**config.mk**
```make
export PLATFORM = sky130hd
export DESIGN_NAME = regbank_sweep_flat
export DESIGN_NICKNAME = d
export VERILOG_FILES = /design/src/rtl/regbank_pkg.sv /design/src/rtl/regbank_sweep_if.sv /design/src/rtl/regbank_clr_fsm.sv /design/src/rtl/regbank_sweep.sv /design/src/flat_wrapper.sv
export SDC_FILE = /design/constraint.sdc
export NUM_CORES = 1
export LEC_CHECK = 0
export CAP_MARGIN = 15
export CORE_ASPECT_RATIO = 0.6
export CORE_MARGIN = 5
export CORE_UTILIZATION = 54
export CTS_CLUSTER_DIAMETER = 40
export DETAILED_ROUTE_END_ITERATION = 16
export MAX_ROUTING_LAYER = met4
export PLACE_DENSITY = 0.86
export SLEW_MARGIN = 25
export SYNTH_ARGS = -nofsm -noshare
export SYNTH_HDL_FRONTEND = slang
export SYNTH_HIERARCHICAL = 1
export SYNTH_SLANG_ARGS = --single-unit
```
**constraint.sdc**
```tcl
create_clock -name clk -period 2.75 [get_ports clk]
set_clock_uncertainty 0.15 [all_clocks]
set_input_delay 0.55 -clock clk [delete_from_list [all_inputs] [get_ports clk]]
set_output_delay 0.55 -clock clk [all_outputs]
set_load 0.02 [all_outputs]
```
**src/rtl/regbank_pkg.sv**
```systemverilog
// Shared definitions for the sweep-cleared register bank: the sweep FSM state
// encoding, the all-zero data bit the sweep writes, and the address-width helper.
package regbank_pkg;

    typedef enum logic [0:0] {
        IDLE  = 1'b0,
        CLEAR = 1'b1
    } regbank_state_e;

    // Replicated to the data width wherever an entry is cleared or a read is blanked.
    localparam logic REGBANK_ZERO = 1'b0;

    // Address bits needed to index DEPTH entries (never less than one bit).
    function automatic int regbank_aw(input int depth);
        return (depth > 2) ? $clog2(depth) : 1;
    endfunction

endpackage

```
**src/rtl/regbank_sweep_if.sv**
```systemverilog
// Bus bundle of the register bank: one write port, two read ports, and the
// clear request/busy pair. The master drives addresses, data and clr; the
// bank (slave) returns read data and busy.
interface regbank_sweep_if #(
    parameter int WIDTH = 8,
    parameter int AW    = 4
);
    logic             we3;
    logic [AW-1:0]    wa3;
    logic [WIDTH-1:0] wd3;
    logic [AW-1:0]    ra1;
    logic [AW-1:0]    ra2;
    logic             clr;
    logic [WIDTH-1:0] rd1;
    logic [WIDTH-1:0] rd2;
    logic             busy;

    modport master (
        output we3, wa3, wd3, ra1, ra2, clr,
        input  rd1, rd2, busy
    );

    modport slave (
        input  we3, wa3, wd3, ra1, ra2, clr,
        output rd1, rd2, busy
    );
endinterface

```
**src/rtl/regbank_clr_fsm.sv**
```systemverilog
// Clear-sweep controller. Owns the IDLE/CLEAR state, the sweep counter and
// the registered busy flag, and hands the array one zero-write per cycle
// while a sweep runs. A clr seen during a sweep restarts it from entry 0.
module regbank_clr_fsm
    import regbank_pkg::*;
#(
    parameter int DEPTH = 16,
    parameter int AW    = regbank_aw(DEPTH)
) (
    input  logic          clk,
    input  logic          reset,
    input  logic          i_clr,
    output logic          o_busy,
    output logic          o_sweep_we,
    output logic [AW-1:0] o_sweep_addr
);
    localparam logic [0:0]    S_IDLE    = IDLE;
    localparam logic [0:0]    S_CLEAR   = CLEAR;
    localparam int            DEPTH_M1  = DEPTH - 1;
    localparam logic [AW-1:0] LAST_ADDR = DEPTH_M1[AW-1:0];

    logic [0:0]    r_state;
    logic [AW-1:0] r_cnt;
    logic          r_busy;

    // State, sweep counter and busy advance together on each rising edge.
    // NOTE: sequential state uses non-blocking assignments so every register
    // samples the pre-edge values, independent of statement order.
    always_ff @(posedge clk or posedge reset) begin
        if (reset) begin
            r_state <= S_CLEAR;
            r_cnt   <= '0;
            r_busy  <= 1'b1;
        end else begin
            case (r_state)
                S_CLEAR: begin
                    if (i_clr) begin
                        r_cnt <= '0;
                    end else if (r_cnt == LAST_ADDR) begin
                        r_state <= S_IDLE;
                        r_cnt   <= '0;
                        r_busy  <= 1'b0;
                    end else begin
                        r_cnt <= r_cnt + AW'(1);
                    end
                end
                default: begin
                    if (i_clr) begin
                        r_state <= S_CLEAR;
                        r_cnt   <= '0;
                        r_busy  <= 1'b1;
                    end
                end
            endcase
        end
    end

    // A restarting clr edge writes nothing; the entry at cnt 0 is written next edge.
    assign o_sweep_we   = (r_state == S_CLEAR) && !i_clr && !reset;
    assign o_sweep_addr = r_cnt;
    assign o_busy       = r_busy;

endmodule

```
**src/rtl/regbank_sweep.sv**
```systemverilog
// Two-read/one-write register bank with a self-clearing sweep.
// WIDTH x DEPTH storage, optional hardwired-zero register 0 (ZERO_REG), and
// combinational reads that return 0 during reset and while a sweep runs.
// Optional build macro REGBANK_SWEEP_BYPASS_EN: in IDLE a legal write is
// forwarded to a read port addressing the same entry in the same cycle.
module regbank_sweep
    import regbank_pkg::*;
#(
    parameter int WIDTH    = 8,
    parameter int DEPTH    = 16,
    parameter int ZERO_REG = 1
) (
    input  logic            clk,
    input  logic            reset,
    regbank_sweep_if.slave  bus
);
    localparam int         AW      = regbank_aw(DEPTH);
    localparam logic [AW:0] DEPTH_W = DEPTH[AW:0];

    logic             w_busy;
    logic             w_sweep_we;
    logic [AW-1:0]    w_sweep_addr;
    logic             w_wa_valid;
    logic             w_wa_zero;
    logic             w_user_we;
    logic [WIDTH-1:0] w_rd1;
    logic [WIDTH-1:0] w_rd2;

    logic [WIDTH-1:0] r_mem [DEPTH];

    regbank_clr_fsm #(
        .DEPTH (DEPTH),
        .AW    (AW)
    ) u_clr_fsm (
        .clk          (clk),
        .reset        (reset),
        .i_clr        (bus.clr),
        .o_busy       (w_busy),
        .o_sweep_we   (w_sweep_we),
        .o_sweep_addr (w_sweep_addr)
    );

    // A user write lands only in IDLE, without a competing clr, inside the
    // array, and never on a hardwired-zero register 0.
    assign w_wa_valid = ({1'b0, bus.wa3} < DEPTH_W);
    assign w_wa_zero  = (ZERO_REG != 0) && (bus.wa3 == '0);
    assign w_user_we  = !reset && !w_busy && bus.we3 && !bus.clr && w_wa_valid && !w_wa_zero;

    // Storage: the sweep owns the write port while it runs, otherwise we3 does.
    // NOTE: the array has no reset branch; its contents are established by the
    // sweep, which keeps it mappable onto plain RAM/register-file cells.
    always_ff @(posedge clk) begin
        if (w_sweep_we) begin
            r_mem[w_sweep_addr] <= {WIDTH{REGBANK_ZERO}};
        end else if (w_user_we) begin
            r_mem[bus.wa3] <= bus.wd3;
        end
    end

    // Stored value seen by a read port, blanked during reset/sweep, for
    // out-of-range addresses, and for a hardwired-zero register 0.
    function automatic logic [WIDTH-1:0] read_port(input logic [AW-1:0] ra);
        logic [WIDTH-1:0] v;
        v = {WIDTH{REGBANK_ZERO}};
        if (!reset && !w_busy && ({1'b0, ra} < DEPTH_W) &&
            !((ZERO_REG != 0) && (ra == '0))) begin
            v = r_mem[ra];
        end
        return v;
    endfunction

    // Read port 1, with optional same-cycle forwarding of the accepted write.
    // NOTE: every branch-assigned combinational output gets a default first so
    // no path leaves it unassigned and no latch is inferred.
    always_comb begin
        w_rd1 = read_port(bus.ra1);
`ifdef REGBANK_SWEEP_BYPASS_EN
        if (w_user_we && (bus.ra1 == bus.wa3)) begin
            w_rd1 = bus.wd3;
        end
`endif
    end

    // Read port 2, same rules as port 1.
    always_comb begin
        w_rd2 = read_port(bus.ra2);
`ifdef REGBANK_SWEEP_BYPASS_EN
        if (w_user_we && (bus.ra2 == bus.wa3)) begin
            w_rd2 = bus.wd3;
        end
`endif
    end

    assign bus.rd1  = w_rd1;
    assign bus.rd2  = w_rd2;
    assign bus.busy = w_busy;

endmodule

```
**src/flat_wrapper.sv**
```systemverilog
// flat-port wrapper written by rule: the top's interface ports become plain ports
module regbank_sweep_flat import regbank_pkg::*;
#(
    parameter int WIDTH    = 8,
    parameter int DEPTH    = 16,
    parameter int ZERO_REG = 1
)
  (clk, reset, bus_we3, bus_wa3, bus_wd3, bus_ra1, bus_ra2, bus_clr, bus_rd1, bus_rd2, bus_busy);
  regbank_sweep_if #(.WIDTH(WIDTH)) bus_i ();
  input  logic clk;
  input  logic reset;
  input wire logic [$bits(bus_i.we3)-1:0] bus_we3;
  input wire logic [$bits(bus_i.wa3)-1:0] bus_wa3;
  input wire logic [$bits(bus_i.wd3)-1:0] bus_wd3;
  input wire logic [$bits(bus_i.ra1)-1:0] bus_ra1;
  input wire logic [$bits(bus_i.ra2)-1:0] bus_ra2;
  input wire logic [$bits(bus_i.clr)-1:0] bus_clr;
  output wire logic [$bits(bus_i.rd1)-1:0] bus_rd1;
  output wire logic [$bits(bus_i.rd2)-1:0] bus_rd2;
  output wire logic [$bits(bus_i.busy)-1:0] bus_busy;
  assign bus_i.we3 = bus_we3;
  assign bus_i.wa3 = bus_wa3;
  assign bus_i.wd3 = bus_wd3;
  assign bus_i.ra1 = bus_ra1;
  assign bus_i.ra2 = bus_ra2;
  assign bus_i.clr = bus_clr;
  assign bus_rd1 = bus_i.rd1;
  assign bus_rd2 = bus_i.rd2;
  assign bus_busy = bus_i.busy;
  regbank_sweep #(.WIDTH(WIDTH), .DEPTH(DEPTH), .ZERO_REG(ZERO_REG)) u_core (.clk(clk), .reset(reset), .bus(bus_i));
endmodule
```
Yosys cells after proc, flatten, opt, wreduce, memory -nomap -nowiden --
Memories as Yosys holds them, arrays and structs flattened. Index checks and enable logic that the tools add are counted.
Word-level totals: bits in registers 6, memory bits (writable) 128, output and inout port bits 17, logic and storage cells 50, memories 1
Memories:
- u_core.r_mem | depth 16, width 8, rd ports 2, clocked after memory_dff 0, wr ports 1, line regbank_sweep.sv:29 | logic [WIDTH-1:0] r_mem [DEPTH];
Operators by class: $add $sub $neg 1, eq/ne operators 2, mux-type cells 22, reductions and logical operators 21
Operators by type and width (number):
- two-way mux 8 bit | 3
- two-way mux 4 bit | 5
- two-way mux 1 bit | 14
- zero test 4 bit | 3
- logical AND 1 bit | 8
- OR reduction 8 bit | 1
- zero test 1 bit | 6
- adder 4 x 1 -> 4 bit, second input constant | 1
- equality test 4 bit, second input constant | 1
- nonzero test 2 bit | 2
- AND reduction 3 bit | 1
- inequality test 2 bit, second input constant | 1

Logic depth before layout (Yosys ltp) --
depth after elaboration 10, gate-level depth with buffers 6

Modules after synthesis --
Netlist, hierarchy kept.
By module, submodules not included:
- regbank_sweep | times used 1, cells each 344, area each 6203.4 um^2
- regbank_clr_fsm | times used 1, cells each 30, area each 284.0 um^2

Worst setup path after synthesis --
OpenSTA, ideal clock, no wires.
kind input port to flip-flop, from in bus_clr, to mem u_core.r_mem[3][0], enable pin, library setup time 0.377 ns, arrival 2.335 ns, data required time 2.223 ns, path slack -0.112 ns, stages 6, buffers on the path 2, cell sequence clkbuf_1 -> nor3_1 -> nor4_1 -> clkbuf_1 -> a311o_1 -> a22oi_1
Between the ends: elaborated cells between the ends (all ways) 13, those cells by class mux (7); reduce/logical (6)
RTL lines:
- start: declaration | line flat_wrapper.sv:17 | input wire logic [$bits(bus_i.clr)-1:0] bus_clr;
- zero test 1 bit * | line regbank_clr_fsm.sv:59 | assign o_sweep_we = (r_state == S_CLEAR) && !i_clr && !reset;
- logical AND 1 bit * (2 in series) | line regbank_clr_fsm.sv:59
- net u_core.w_sweep_we | line regbank_sweep.sv:21 | logic w_sweep_we;
- two-way mux 1 bit | line regbank_sweep.sv:53 | if (w_sweep_we) begin
- two-way mux 1 bit (implied by the code) | line regbank_sweep.sv:56 | r_mem[bus.wa3] <= bus.wd3;
- OR reduction 8 bit (no line)
- two-way mux 4 bit (no line) / two-way mux 1 bit (equally long branches)
- end: declaration | line regbank_sweep.sv:29
Mark *: on every way through the listed nets, which the timed path passes. The rest lies on a longest branch.

Final worst setup path --
from in bus_ra2[1], to out bus_rd2[6]
Between the ends: word-level cells in the longest chain between the ends 4, elaborated cells between the ends (all ways) 5, those cells by class mux (1); reduce/logical (3); memory (1)
RTL lines:
- start: declaration | line flat_wrapper.sv:16 | input wire logic [$bits(bus_i.ra2)-1:0] bus_ra2;
- parallel branches: the longest is 3 deep, another holds memory read (16 x 8 bit)
- two-way mux 8 bit * | line regbank_sweep.sv:65 | if (!reset && !w_busy && ({1'b0, ra} < DEPTH_W) &&
- end: declaration | line flat_wrapper.sv:19 | output wire logic [$bits(bus_i.rd2)-1:0] bus_rd2;
Mark *: on every way between the ends.

==> key figures <==
Place
  – Dpl cell area: 0.007523 mm2
  – DP Worst Slack: -812.1 ps
  – Detailed Place HPWL: approximately 12000 um
  – Port bufs: 40
  – Routability Congestion: 0.8315

GRT
  – Largest net degree at the start of global routing: 17
  – First-pass GRT wire length: 26750 um
  – Vias in the first global route: roughly 4.5k
  – Antenna violations before repair: 0
  – Total Routing Usage GR: 27.05%
  – Overflow after GRT: 0

Detailed routing
  – Via density: 6.732
  – Final ANT Viol Nets: 0
  – DR vias: between 4k and 5k
  – Drt wl/cell: approximately 27 um
  – DR iter-0 viols: 450
  – Final WL: between 15000 and 20000 um
  – Met2 wire len: 8581 um
  – Top layer in use: met4
  – Met3 WL: between 1500 and 2000 um
  – Pre-antenna DRT Iters: 6
  – M1 WL: 6748 um
  – Drt drc: 0

Run status
  – Status: finished clean

Synthesis
  – Synth Register Bits: 134
  – Post-synth EDFFs: 128
  – Sequential share of the synthesized area: 61.60%
  – Share of the synthesized area in the top cell type: 59.25%
  – Ys async rst share: about 4.5%
  – Largest cells by area after synthesis: edfxtp_1 59%, mux4_2 22%, a22oi_1 2.3%
  – Avg Cell Area, Syn: approximately 17 um2
  – Syn Inst Count: 374
  – Distinct cells, synth: a little over 40
  – Mapped Area: roughly 0.0065 mm2
  – Synth Warn #: 6
  – Top FF cell, synth: edfxtp_1
  – Post-synth top area cell: edfxtp_1
  – Synthesized Nets: 399

STA
  – Final setup margin: 9.628 ps
  – Worst slew pin tran: 620.4 ps
  – Worst relative slew slack: 58.64%
  – Setup Viol. Count Final: 0
  – Tcrit/Tclk final: about 100%
  – Fmax achieved: 0.3649 GHz
  – Tmin final: 2740 ps
  – Hold Vio Cnt, Final: 0
  – Final Max Slew Viols: 0
  – Hold Slack: 209.6 ps
  – RSZ-0062 raised after global routing: yes

Power
  – Power density cells: 597.3 mW/mm2
  – Peak supply drop: 0.0004761 V
  – Leak pwr: between 0.002 and 0.003 uW

Layout
  – Final Util: 68.68%
  – Ant diodes: 0
  – Commonest non-fill, non-tap cell in the layout: edfxtp_1
  – Most frequent cells in the layout: 128 x edfxtp_1, 64 x mux4_2, 58 x buf_4, 21 x inv_1, 20 x nand2_1
  – Layout cells sized above 1: 41.04%
  – Synth-to-layout area growth: 26.06%
  – Fin area: ~0.0082 mm2
  – Layout fillers: 772
  – Final net count: 493

Job
  – Max-cap check violation count: 0

Worst setup path
  – Critical Path Fanout Max: 8
  – CP Launch Type: primary input
  – Worst EP arrival: between 2000 and 2500 ps
  – Crit path capture type: primary output
  – Worst EP required: 2050 ps
  – RR Startpoint: u_core/u_clr_fsm/o_busy
  – Register-to-Register Path Depth: 5
  – FF-to-FF setup slack: about 210 ps
  – Critical path type: in2out
  – Worst flop-to-flop path endpoint: u_core/r_mem[1][0]

Hold path
  – Worst Hold Class: in2async

Clocking
  – Total CTS buffers: 17
  – CTS tree: built
  – Max clock buf depth: 2
  – Reg clk slew, reported paths: 50 ps
  – Worst skew pair latency: a little over 400 ps
  – H-tree Lvls: 4
  – Clock Sinks: 134
  – Clock root cell: clkbuf_16
  – Cts hold-fix bufs: 0

Die
  – Core Box Area: approximately 0.012 mm2
  – Chip Width: 151.5 um
  – Std-Cell Rows: 31
  – Initial Util: 54.48%
  – Die area: 0.01438 mm2
  – Io pins: 41
  – Die Ht: 94.90 um
worst max-delay path by stage:
stage	slack (ps)	cells after the start	to	start
final	10	7	bus_rd2[6]	bus_ra2[1]
after global routing	-40	6	bus_rd2[2]	u_core/u_clr_fsm/o_busy
after CTS	10	7	bus_rd2[6]	bus_ra2[0]
after detailed placement	-810	6	bus_rd2[6]	reset
after global placement	-740	6	bus_rd1[2]	reset
after floorplan	-80	6	u_core/r_mem[11][0]	bus_clr
layer usage:
| metal | vias up | global-route usage, % |
|---|---|---|
| li1 | 1764 | - |
| met1 | 2213 | 34.89 |
| met2 | 313 | 41.12 |
| met3 | 52 | 8.249 |
| met4 | 0 | 10.09 |
| met5 | - | - |
kinds of logic (layout without fill, tap and decap cells):
family / count (synthesis) / in the layout / synth area share (%)
xor+xnor: 1 / 1 / 0.1350
fa+ha+maj: 1 / 1 / 0.1928
simple gates: 66 / 66 / 6.036
buf+inv: 47 / 153 / 3.086
flops: 134 / 134 / 61.60
compound gates: 60 / 60 / 6.577
mux: 65 / 65 / 22.37
synthesized netlist by cell type, drive strengths merged (2+ instances only):
master,instances
nand3b,2
a311o,4
edfxtp,128
a21oi,15
dfstp,2
and3,2
a22oi,20
nor4b,4
o211ai,16
or4,4
clkbuf,9
buf,17
nor3,2
nor4bb,2
nor2,6
and2,9
or2,2
dfrtp,4
nand2,20
a41oi,2
inv,21
nor2b,2
nand4,4
mux4,64
critical path, stage by stage:
cell and delay [ps]:
dlygate4sd2_1 310, buf_4 190, nor4bb_4 360, buf_6 220
a22oi_1 100, o211ai_1 110, buf_4 180
layout make-up:
cell class	count	area [um2]	area share (%)
clock buffers	19	432.9	5.294
well taps	165	206.4	2.524
clock inverters	12	112.6	1.377
multi-input cells	193	2407	29.44
repair buffers	101	943.4	11.54
inverters	21	78.83	0.9639
flip-flops and latches	134	3996	48.87
through the flow:
stage | power [uW] | setup TNS (ps) | cells
global route | 5040 | -164.0 | 645
detailed placement | 2785 | -78150 | 610
floorplan | 2573 | -6008 | 374
finish | 4884 | 0 | 645
CTS | 4882 | 0 | 642
global placement | 2768 | -63310 | 610
where the power goes:
| part | switching [uW] | internal, uW | total, uW | leakage, uW |
|---|---|---|---|---|
| sequential | 17.2 | 2250 | 2260 | 0.00125 |
| combinational | 254 | 251 | 505 | 0.00129 |
| clock | 806 | 1310 | 2120 | 0.000269 |
| total | 1080 | 3810 | 4880 | 0.00280 |
state kept, by name (all words and copies together) (netlist names):
register / count
u_core/u_clr_fsm/o_busy: 1
u_core/u_clr_fsm/r_state: 1
u_core/r_mem: 128
u_core/u_clr_fsm/o_sweep_addr: 4
what timing repair did:
action,4_1_cts,5_1_grt
endpoints found under the hold margin,0,0
resized for setup,99,15
buffers inserted,0,4
gates cloned,1,0
pin swaps,5,8
endpoints found under the setup margin,16,15
No activity file was read; power rests on OpenSTA's default activity.
